--- src/rtl/jtag_port_switch.sv ---
// jtag_port_switch: routes one of NUM_PORTS external JTAG pin sets to a
// single internal TAP. A port change runs a clocked switch sequence: TCK is
// parked low for SETTLE_CYCLES (DRAIN), then RESET_TMS_CYCLES TCK pulses are
// issued with TMS high (RSEQ). This puts the TAP in Test-Logic-Reset before
// the new port takes ownership.
// Optional build macro: JTAG_SWITCH_TRST_EN. When defined, jtag_rst_n is also
// driven low for the whole DRAIN phase, giving a hardware TRST on top of the
// TMS reset burst.
module jtag_port_switch #(
  parameter int NUM_PORTS        = 2,
  parameter int SETTLE_CYCLES    = 8,
  parameter int RESET_TMS_CYCLES = 5,
  localparam int SEL_W = ($clog2(NUM_PORTS) < 1) ? 1 : $clog2(NUM_PORTS)
) (
  input  logic                 clk,
  input  logic                 rst_n,
  input  logic [SEL_W-1:0]     port_sel,
  input  logic [NUM_PORTS-1:0] port_tck,
  input  logic [NUM_PORTS-1:0] port_tms,
  input  logic [NUM_PORTS-1:0] port_tdi,
  input  logic [NUM_PORTS-1:0] port_trst_n,
  output logic [NUM_PORTS-1:0] port_tdo,
  output logic                 jtag_clk,
  output logic                 jtag_tms,
  output logic                 jtag_tdi,
  output logic                 jtag_rst_n,
  input  logic                 jtag_tdo,
  output logic [SEL_W-1:0]     active_port,
  output logic                 switching,
  output logic                 sel_error,
  output logic [15:0]          switch_count
);

  localparam logic [1:0] ST_ACTIVE = 2'd0;
  localparam logic [1:0] ST_DRAIN  = 2'd1;
  localparam logic [1:0] ST_RSEQ   = 2'd2;

  localparam logic [SEL_W:0] PORT_LIMIT  = (SEL_W + 1)'(NUM_PORTS);
  localparam logic [7:0]     SETTLE_LOAD = 8'(SETTLE_CYCLES - 1);
  localparam logic [4:0]     RSEQ_LAST   = 5'(2 * RESET_TMS_CYCLES - 1);
  localparam logic [15:0]    COUNT_MAX   = 16'hFFFF;

`ifdef JTAG_SWITCH_TRST_EN
  localparam logic DRAIN_RST_N = 1'b0;
`else
  localparam logic DRAIN_RST_N = 1'b1;
`endif

  logic [1:0]       state;
  logic [SEL_W-1:0] target;
  logic [7:0]       settle_cnt;
  logic [4:0]       rseq_cnt;
  logic             rseq_clk;
  logic             sel_valid;
  logic             sel_new_active;
  logic             sel_new_target;

  assign sel_valid      = ({1'b0, port_sel} < PORT_LIMIT);
  assign sel_new_active = sel_valid && (port_sel != active_port);
  assign sel_new_target = sel_valid && (port_sel != target);
  assign switching      = (state != ST_ACTIVE);

  // Out-of-range selections are never acted on, only remembered until reset.
  always_ff @(posedge clk or negedge rst_n) begin
    if (!rst_n) begin
      sel_error <= 1'b0;
    end else if (!sel_valid) begin
      sel_error <= 1'b1;
    end
  end

  // Switch sequencer: ACTIVE -> DRAIN (TCK parked) -> RSEQ (TMS-high burst).
  always_ff @(posedge clk or negedge rst_n) begin
    if (!rst_n) begin
      state        <= ST_ACTIVE;
      active_port  <= '0;
      target       <= '0;
      settle_cnt   <= '0;
      rseq_cnt     <= '0;
      rseq_clk     <= 1'b0;
      switch_count <= '0;
    end else begin
      case (state)
        ST_ACTIVE: begin
          if (sel_new_active) begin
            target     <= port_sel;
            settle_cnt <= SETTLE_LOAD;
            state      <= ST_DRAIN;
          end
        end
        ST_DRAIN: begin
          if (sel_new_target) begin
            target     <= port_sel;
            settle_cnt <= SETTLE_LOAD;
          end else if (settle_cnt == 8'd0) begin
            state    <= ST_RSEQ;
            rseq_cnt <= '0;
            rseq_clk <= 1'b1;
          end else begin
            settle_cnt <= settle_cnt - 8'd1;
          end
        end
        ST_RSEQ: begin
          if (sel_valid) begin
            target <= port_sel;
          end
          if (rseq_cnt == RSEQ_LAST) begin
            state       <= ST_ACTIVE;
            rseq_clk    <= 1'b0;
            active_port <= target;
            if (switch_count != COUNT_MAX) begin
              switch_count <= switch_count + 16'd1;
            end
          end else begin
            rseq_cnt <= rseq_cnt + 5'd1;
            rseq_clk <= ~rseq_clk;
          end
        end
        default: begin
          state    <= ST_ACTIVE;
          rseq_clk <= 1'b0;
        end
      endcase
    end
  end

  // TAP-side and port-side pin routing; parked levels unless ACTIVE.
  always_comb begin
    jtag_clk   = 1'b0;
    jtag_tms   = 1'b1;
    jtag_tdi   = 1'b0;
    jtag_rst_n = 1'b1;
    port_tdo   = '0;
    case (state)
      ST_ACTIVE: begin
        jtag_clk              = port_tck[active_port];
        jtag_tms              = port_tms[active_port];
        jtag_tdi              = port_tdi[active_port];
        jtag_rst_n            = port_trst_n[active_port];
        port_tdo[active_port] = jtag_tdo;
      end
      ST_DRAIN: begin
        jtag_rst_n = DRAIN_RST_N;
      end
      ST_RSEQ: begin
        jtag_clk = rseq_clk;
      end
      default: begin
        jtag_clk = 1'b0;
      end
    endcase
  end

endmodule

--- config.mk ---
export PLATFORM = sky130hd
export DESIGN_NAME = jtag_port_switch
export DESIGN_NICKNAME = d
export VERILOG_FILES = /design/src/rtl/jtag_port_switch.sv
export SDC_FILE = /design/constraint.sdc
export NUM_CORES = 1
export LEC_CHECK = 0
export CORE_ASPECT_RATIO = 1.75
export CORE_MARGIN = 2
export CORE_UTILIZATION = 30
export CTS_CLUSTER_SIZE = 25
export DETAILED_ROUTE_END_ITERATION = 7
export DONT_BUFFER_PORTS = 1
export PLACE_DENSITY = 0.41
export SKIP_CTS_REPAIR_TIMING = 1
export SYNTH_ARGS = -nofsm -noshare
export SYNTH_HDL_FRONTEND = slang
export SYNTH_SLANG_ARGS = --single-unit
--- constraint.sdc ---
create_clock -name clk -period 5.2 [get_ports clk]
set_clock_uncertainty 0.1 [all_clocks]
set_input_delay 1.56 -clock clk [delete_from_list [all_inputs] [get_ports clk]]
set_output_delay 1.56 -clock clk [all_outputs]
set_load 0.02 [all_outputs]
* Yosys cells after proc, flatten, opt, wreduce, memory -nomap -nowiden
Cells that the tools add are included.
** Operators by class
- Divide/modulo/power cells :: 0
- Muxes and demuxes :: 35
- Shift-type cells :: 0
- Eq/ne operators :: 13
- Order comparisons :: 2
- $add $sub $neg :: 3
- Bitwise gates (word level) :: 3
- Multiply operators :: 0
- Reduce and logical (&&, ||, !) cells :: 14
** Operator list (count)
- $mux W8 :: 3
- $mux W1 :: 17
- $add A16 B1 Y16 const B :: 1
- $ne A16 B16 Y1 const B :: 1
- $pmux W8 S2 :: 1
- $mux W5 :: 3
- $ne A2 B2 Y1 const B :: 6
- $reduce_and A3 Y1 :: 4
- $mux W2 :: 5
- $pmux W5 S2 :: 1
- $logic_not A8 Y1 :: 1
- $reduce_and A4 Y1 :: 2
- $sub A8 B1 Y8 const B :: 1
- $pmux W1 S3 :: 2
- $pmux W2 S3 :: 1
- $reduce_bool A2 Y1 :: 3
- $add A5 B1 Y5 const B :: 1
- $eq A5 B4 Y1 const B :: 1
- $ne A3 B3 Y1 const B :: 1
- $reduce_bool A3 Y1 :: 1
- $and A2 B2 Y2 :: 1
- $eq A2 B1 Y1 const B :: 1
- $eq A2 B2 Y1 const B :: 1
- $logic_not A2 Y1 :: 1
- 8 further kinds :: 10
** Storage, ports and cells
- Output and inout bits :: 25
- Bits in read-only memories :: 0
- Logic and storage cells :: 77
- Input port bits :: 12
- Latch bits :: 0
- Flip-flop bits (word level) :: 34
- Memories :: 0
- RAM bits :: 0

* Logic depth before layout (Yosys ltp)
Gate-level depths: netlist of run 1.
- Word-level depth :: 6
- Gate-level depth with buffers :: 7
- Mapped depth without buffers :: 6

* Worst setup path before layout of run 1
OpenSTA, ideal clock, no wires.
- Path type :: input to output
- From :: input port_tck[1]
- To :: output jtag_clk
- Slack :: 1.452 ns
- Data arrival time :: 2.088 ns
- Data required time :: 3.540 ns
- Path buffers :: 0
- Stages on the path :: 2
- Path through :: mux2i_1 -> o21ai_0
** Between the ends
- Word-level cells in the longest chain between the ends :: 3
** RTL lines
- from (decl) :: line 18 : input logic [NUM_PORTS-1:0] port_tck,
- $mux W1 (implied by the code) (2 in series) :: line 136 : jtag_clk = port_tck[active_port];
- $pmux W1 S2 :: line 134 : case (state)
- to (decl) :: line 23 : output logic jtag_clk,
No other way between the ends. The select of a mux whose other input is x is not followed.

* Final worst setup path of run 1
Ends and elaborated chain as after synthesis.

==> metrics.txt, run 1 <==
# rows=40; io pins=37; Placed Cells=284; crit path cell chain=mux2i_1 -> o21ai_0; Min-Delay Path Class=reg -> reg; asr flop ratio synth=1.00; CTS buffer count=5; post-synth top area cell=dfrtp_1; core area=0.00676 mm²; Critical Path Slowest Stage Cell=o21ai_0; DR iter-0 viols=51; Mapped Area=0.00207 mm²; prevailing post-synth register cell=dfrtp_1; post-synthesis adder-cell area fraction=0.0606; Post-Synth XOR/XNOR Area=0.0551; Pleak=0.981 nW; Worst Path Max Fanout=1; sequential fraction of the synthesis area=0.412; final slew viol count=0; hold path depth=1; Synth Area in Compound Gates=0.137; min Tclk post-route=3820 ps; Clock Latency Late Sink=280 ps; YS warnings=0; CP top delay family=compound AO/OA/AOI/OAI gates; detailed-route DRC error count=0; Worst R2R Path Depth=6; Routed WL=4.91 mm; WL met2=2.89 mm; vias post-DR=1579; most instantiated cells after synthesis=dfrtp_1, nand2_1, inv_1, nand3_1; number of port buffers=0; Worst-path clk slew=60 ps; buffers plus inverters on the worst setup path=0; largest net degree at the start of global routing=35; Area contributors post-synth=dfrtp_1, ha_1, mux2_2; antenna cells=0; crit path capture type=output pin; maximum vdd drop=0.120 mV; Max Buffers Root-to-Sink=2; most frequent cell after synthesis=dfrtp_1; Antenna Nets Post-Route=0; Die Footprint=0.00759 mm²; Mean Syn Cell Area=9.88 µm²; P per Cell Area=413 mW/mm²; Gate Count Post-Synth=209; Yosys top cell area share=0.412; Non-Filler Instances=291; CP Class=in -> out; Post-Synth Simple-Gate Area=0.224; DRT met1 WL=1.69 mm; H-tree depth=2; setup TNS=0 ps; Post-DP HPWL=3.77 mm; initial antenna violation count=0; final setup fails=0; starting density of the core=0.306; First-pass DRT Iterations=4; Startpoint Class=primary input; nets=229; synth unique cells=51; Synth Register Bits=34; top layer in use=met4; P&R area growth vs syn=9.81%; Via density=5.43; Die X=66.7 µm; Post-synth EDFFs=0; TritonCTS clock tree=done; highest clock rate=262 MHz; relative slew slack=0.547; Tot Pwr=0.000936 W; CP peak stage delay=560 ps; Critical Path RT=3540 ps; DR WL/cell=16.9 µm; WP depth=2; RSZ-0062 raised after global routing=false; die height=114 µm; crit path DAT=2160 ps; mux share of post-synthesis cell area=0.0672; CTS Sinks=34; worst slew pin tran=672 ps; syn nets=231; grt total ovfl=0; met3 WL=194 µm; # fillers=734; maxcap violations=0; largest family of logic cells by synthesized area=simple AND/OR/NAND/NOR gates; first-pass GRT wire length=8.20 mm; Final Hold Fails=0; vias in the first global route=1725; fin crit share=0.734; GR Util All Layers=0.144; share of cells above drive strength 1=0.106; Root Driver=clkbuf_16; placer congestion estimate=0.800; status=finished clean
-- per-stage QoR --
| stage | instance area (µm²) | setup slack (ps) | util | hold WS, ps |
|---|---|---|---|---|
| 3_5_place_dp | 2130 | 1380 | 0.315 | 424 |
| 2_1_floorplan | 2070 | 1450 | - | 386 |
| 3_3_place_gp | 2130 | 1390 | 0.315 | 424 |
| 6_report | 2270 | 1380 | 0.336 | 445 |
| 5_1_grt | 2270 | 1340 | 0.336 | 470 |
| 4_1_cts | 2270 | 1370 | 0.336 | 436 |
-- final timing paths --
kind | startpoint | end | slack (ps)
max | port_tck[1] | jtag_clk | 1380
min | rseq_cnt[2] | rseq_cnt[2] | 440
max reg2reg | settle_cnt[0] | rseq_cnt[3] | 2830
min reg2reg | rseq_cnt[2] | rseq_cnt[2] | 440
max in group asynchronous | rst_n | target | 4020
min in group asynchronous | rst_n | settle_cnt[6] | 880
-- cell families (layout without fill, tap and decap cells) --
logic type / count (synthesis) / count (layout)
XOR/XNOR: 13 / 13
other: 1 / 1
buffers and inverters: 21 / 19
AND/OR/NAND/NOR: 77 / 77
adder cells (fa/ha/maj): 10 / 10
AO/OA/AOI/OAI: 40 / 40
multiplexers: 13 / 13
flip-flops: 34 / 34
-- cells in the final DEF, fill, tap and decap left out, drive strengths merged, types with 2 or more instances in the layout --
| cell type | instances |
|---|---|
| a211oi | 5 |
| a21oi | 6 |
| and2 | 5 |
| and3 | 4 |
| and4 | 4 |
| clkbuf | 5 |
| clkinvlp | 2 |
| dfrtp | 34 |
| ha | 10 |
| inv | 12 |
| mux2 | 7 |
| mux2i | 6 |
| nand2 | 14 |
| nand2b | 4 |
| nand3 | 11 |
| nand4 | 4 |
| nor2 | 7 |
| nor2b | 2 |
| nor3 | 4 |
| nor3b | 4 |
| nor4 | 2 |
| o21ai | 10 |
| o31ai | 4 |
| or3 | 2 |
| or4 | 5 |
| xnor2 | 4 |
| xor2 | 9 |
-- report_power, final --
group / total, W / internal [W] / switching [W]
registers: 0.000345 / 0.000302 / 0.0000432
clock network: 0.000285 / 0.000174 / 0.000110
logic: 0.000306 / 0.000112 / 0.000194
-- layer usage --
layer	vias to the layer above	GRT usage
met5	-	0
met4	0	0.0803
met3	10	0.0375
met2	36	0.275
met1	773	0.131
li1	760	-
-- state kept, by name, summed over array words and instances, names as in the netlist --
register and flops:
rseq_cnt 5, rseq_clk 1, target 1, state 2
switch_count 16, active_port 1, settle_cnt 8
-- layout make-up --
type,instances,area (µm²),share of cell area
clock buffer,5,125,0.0552
tap,84,105,0.0463
clock inverter,2,15.0,0.00662
sequential,34,851,0.375
multi-input combinational,154,1130,0.497
inverter,12,45.0,0.0199
No activity file was read; power rests on OpenSTA's default activity.
==> run 2, diff against run 1 <==
==> constraint.sdc (replaced) <==
create_clock -name clk -period 3.9 [get_ports clk]
set_clock_uncertainty 0.1 [all_clocks]
set_input_delay 1.17 -clock clk [delete_from_list [all_inputs] [get_ports clk]]
set_output_delay 1.17 -clock clk [all_outputs]
set_load 0.02 [all_outputs]
==> metrics.txt, run 2 (synthesis results as in run 1) <==
initial antenna violation count=0 (unchanged); final setup fails=0 (unchanged); Die Footprint=0.00759 mm² (unchanged); nets=229 (unchanged); Worst R2R Path Depth=6 (unchanged); fin crit share=0.844; highest clock rate=304 MHz; crit path cell chain=inv_1 -> ha_1 -> inv_1 -> o21ai_0; Worst Setup SP=state[0]; antenna cells=0 (unchanged); first-pass GRT wire length=8.14 mm (-0.76%); Pleak=0.993 nW (+1.2%); P per Cell Area=556 mW/mm² (+35%); core area=0.00676 mm² (unchanged); Root Driver=clkbuf_16; status=finished clean; share of cells above drive strength 1=0.106 (-0.000511); DR WL/cell=16.9 µm (about the same); maxcap violations=0 (unchanged); Worst-path clk slew=50 ps (about the same); commonest cells after routing, fill and taps aside=dfrtp_1, nand2_1, inv_1; GR Util All Layers=0.142 (-0.00198); TritonCTS clock tree=done; Die X=66.7 µm (unchanged); io pins=37 (unchanged); CP top delay family=compound AO/OA/AOI/OAI gates; worst slew pin tran=652 ps (-19.9 ps); Post-DP HPWL=3.76 mm (-0.30%); largest net degree at the start of global routing=35 (unchanged); die height=114 µm (unchanged); CP peak stage delay=590 ps (+30 ps); First-pass DRT Iterations=6 (+2); placer congestion estimate=0.779 (-2.6%); Reg-to-Reg End=rseq_cnt[3]; # rows=40 (unchanged); final slew viol count=0 (unchanged); buffers plus inverters on the worst setup path=2 (+2); CP endpoint=jtag_clk; Final Hold Fails=0 (unchanged); Worst Path Max Fanout=11 (+10); biggest registers after layout=switch_count (16), settle_cnt (8), rseq_cnt (5); CTS Sinks=34 (unchanged); number of port buffers=0 (unchanged); Clock Latency Late Sink=280 ps (about the same); WHS=426 ps (-18.7 ps); Critical Path Slowest Stage Cell=o21ai_0; vias in the first global route=1672 (-3.1%); grt total ovfl=0 (unchanged); starting density of the core=0.306 (unchanged); post-layout util=0.337 (+0.00111); Largest register FFs=16 (unchanged); Max Buffers Root-to-Sink=2 (unchanged); P&R area growth vs syn=10.2%; Reg with most FFs=switch_count; WP depth=4 (+2); crit path capture type=output pin; worst reg2reg setup slack=1500 ps (-1330 ps); Antenna Nets Post-Route=0 (unchanged); Critical Path RT=2630 ps (-910 ps); Startpoint Class=flip-flop; Routed WL=4.93 mm (+0.43%); most used cell, CP=inv_1; maximum vdd drop=0.188 mV (+56%); vias post-DR=1564 (-0.95%); DR iter-0 viols=63 (+24%); RSZ-0062 raised after global routing=false; commonest non-fill, non-tap cell in the layout=dfrtp_1; crit path DAT=2020 ps (-140 ps); Worst R2R Start=settle_cnt[0]; Via density=5.36 (-1.3%); min Tclk post-route=3290 ps; CP Class=reg -> out; setup TNS=0 ps (unchanged); relative slew slack=0.560 (+0.0134); detailed-route DRC error count=0 (unchanged); H-tree depth=2 (unchanged); CTS buffer count=5 (unchanged); # fillers=711 (-3.1%); Min-Delay Path Class=reg -> reg
[run 2: changes by cell type in the layout (fill, tap and decap cells not counted)]
cell	before	now
clkbuf_1	0	1
clkbuf_8	0	1
clkinvlp_4	2	0
clkinv_2	0	1
[run 2: power breakdown]
part / total, W / internal, W / switching, W
combinational: 0.000405 / 0.000148 / 0.000257
clock: 0.000399 / 0.000253 / 0.000146
sequential: 0.000462 / 0.000403 / 0.0000589
[run 2: through the flow]
| stage | cell area (µm²) | setup slack (ps) | instances | total power (W) |
|---|---|---|---|---|
| after CTS | 2280 | 581 | 292 | 0.00128 |
| after detailed placement | 2130 | 873 | 284 | 0.000877 |
| after floorplan | 2070 | 932 | 209 | 0.000786 |
| final | 2280 | 609 | 292 | 0.00127 |
| after global routing | 2280 | 483 | 292 | 0.00135 |
| after global placement | 2130 | 866 | 284 | 0.000869 |
[run 2: worst min path at each step]
stage          depth (start not counted)            end          start
5_1_grt                                1  settle_cnt[1]  settle_cnt[1]
3_3_place_gp                           1  settle_cnt[1]  settle_cnt[1]
6_report                               1    rseq_cnt[2]    rseq_cnt[2]
3_5_place_dp                           1  settle_cnt[1]  settle_cnt[1]
2_1_floorplan                          1    rseq_cnt[2]    rseq_cnt[2]
4_1_cts                                1    rseq_cnt[2]    rseq_cnt[2]
[run 2: per-layer routing]
layer  routed length, µm  up-vias  global-route usage
li1                    -      754                   -
met5                   0        -                   0
met3                 159        7              0.0296
met1                1740      778               0.135
met4                  92        0              0.0667
met2                2940       25               0.277
[run 2: layout make-up]
cell class	instances	area, µm²	share of cell area
inverter	12	45.0	0.0198
tap	84	105	0.0462
sequential	34	851	0.374
clock buffer	7	143	0.0627
clock inverter	1	5.00	0.00220
multi-input combinational	154	1130	0.495
==> run 3, diff against run 2 <==
==> constraint.sdc (replaced) <==
create_clock -name clk -period 3.2 [get_ports clk]
set_clock_uncertainty 0.1 [all_clocks]
set_input_delay 0.96 -clock clk [delete_from_list [all_inputs] [get_ports clk]]
set_output_delay 0.96 -clock clk [all_outputs]
set_load 0.02 [all_outputs]
==> metrics.txt, run 3 (synthesis results as in run 1) <==
status=finished clean; First-pass DRT Iterations=4 (-2); Clock Latency Late Sink=280 ps (about the same); largest net degree at the start of global routing=35 (unchanged); Root Driver=clkbuf_16; Routed WL=5.14 mm (+4.3%); Pleak=0.999 nW (+0.52%); DR iter-0 viols=47 (-25%); crit path DAT=1820 ps (-200 ps); placed cell area=0.00214 mm² (+0.35%); biggest registers after layout=switch_count (16), settle_cnt (8), rseq_cnt (5); Die X=66.7 µm (unchanged); multi-input logic area=0.00113 mm² (unchanged); Tot Pwr=0.00156 W (+23%); die height=114 µm (unchanged); Placed Cells=285 (+0.35%); Critical Path RT=2140 ps (-490 ps); CP top delay family=flip-flops; Max Buffers Root-to-Sink=2 (unchanged); most used cell, CP=inv_1; commonest non-fill, non-tap cell in the layout=dfrtp_1; Final Hold Fails=0 (unchanged); Die Footprint=0.00759 mm² (unchanged); P&R area growth vs syn=10.5%; crit path capture type=output pin; io pins=37 (unchanged); Post-DP HPWL=3.91 mm (+4.2%); antenna cells=0 (unchanged); number of port buffers=0 (unchanged); TritonCTS clock tree=done; setup TNS=0 ps (unchanged); Worst-path clk slew=60 ps (about the same); Non-Filler Instances=293 (+0.34%); DR WL/cell=17.6 µm (+4.0%); detailed-route DRC error count=0 (unchanged); first-pass GRT wire length=8.27 mm (+1.7%); Via density=5.38 (+0.36%); worst setup margin=318 ps (-291 ps); RSZ-0062 raised after global routing=false; storage element area=851 µm² (unchanged); # rows=40 (unchanged); final slew viol count=0 (unchanged); relative slew slack=0.653 (+0.0930); Critical Path Slowest Stage Cell=dfrtp_1; fin crit share=0.901; vias post-DR=1575 (+0.70%); Largest register FFs=16 (unchanged); worst slew pin tran=519 ps (-134 ps); Antenna Nets Post-Route=0 (unchanged); highest clock rate=347 MHz; share of cells above drive strength 1=0.110 (+0.00428); maximum vdd drop=0.215 mV (+14%); min Tclk post-route=2880 ps; Startpoint Class=flip-flop; vias in the first global route=1637 (-2.1%); CTS Sinks=34 (unchanged); CP peak stage delay=420 ps (-170 ps); pre-CTS WS=592 ps (-281 ps); starting density of the core=0.306 (unchanged); nets=230 (+0.44%); # fillers=705 (-0.84%); final setup fails=0 (unchanged); Reg with most FFs=switch_count; initial antenna violation count=0 (unchanged); P per Cell Area=683 mW/mm² (+23%); CTS buffer count=5 (unchanged); Min-Delay Path Class=in -> async; crit path cell chain=inv_1 -> ha_1 -> inv_1 -> nor2_1; commonest cells after routing, fill and taps aside=dfrtp_1, nand2_1, inv_1; core area=0.00676 mm² (unchanged); maxcap violations=0 (unchanged); grt total ovfl=0 (unchanged); H-tree depth=2 (unchanged); Design Area, Final=0.00228 mm² (+0.33%); placer congestion estimate=0.793 (+1.9%); Worst Path Max Fanout=11 (unchanged); GR Util All Layers=0.148 (+0.00511); buffers plus inverters on the worst setup path=2 (unchanged); CP Class=reg -> out
==> run 3: cell types whose count changed in the layout (fill, tap and decap cells not counted), sizes merged <==
| cell | previous run | this run |
|---|---|---|
| buf | 0 | 1 |
==> run 3: worst paths after layout <==
check	startpoint	endpoint	slack [ps]	cells after the start
setup reg to reg	state[0]	switch_count[1]	840	5
min in group clk	settle_cnt[1]	settle_cnt[1]	450	1
max in group asynchronous	rst_n	rseq_cnt[2]	2650	0
setup / recovery	state[0]	jtag_tdi	320	4
hold reg to reg	settle_cnt[1]	settle_cnt[1]	450	1
hold / removal	rst_n	target	270	0
==> run 3: per-layer routing <==
metal / track usage / vias up / part of all wire / wire length (µm)
met5: 0 / - / 0 / 0
met4: 0.0694 / 0 / 0.020 / 103
met1: 0.139 / 776 / 0.35 / 1780
met2: 0.288 / 32 / 0.60 / 3110
met3: 0.0296 / 7 / 0.031 / 158
li1: - / 760 / - / -
==> run 3: through the flow <==
stage,hold slack [ps],util
5_1_grt,263,0.338
2_1_floorplan,386,-
6_report,272,0.338
3_3_place_gp,421,0.316
3_5_place_dp,441,0.316
4_1_cts,267,0.338
==> run 3: cell type report <==
cell class / instances / share of cell area
well taps: 84 / 0.0460
inverters: 12 / 0.0197
multi-input cells: 154 / 0.494
flip-flops and latches: 34 / 0.373
clock buffers: 7 / 0.0625
repair buffers: 1 / 0.00329
clock inverters: 1 / 0.00219
==> run 3: where the power goes <==
group	total [W]	internal (W)	switching, W
logic	0.000506	0.000188	0.000318
registers	0.000564	0.000491	0.0000731
clock network	0.000490	0.000309	0.000181
total	0.00156	0.000988	0.000572
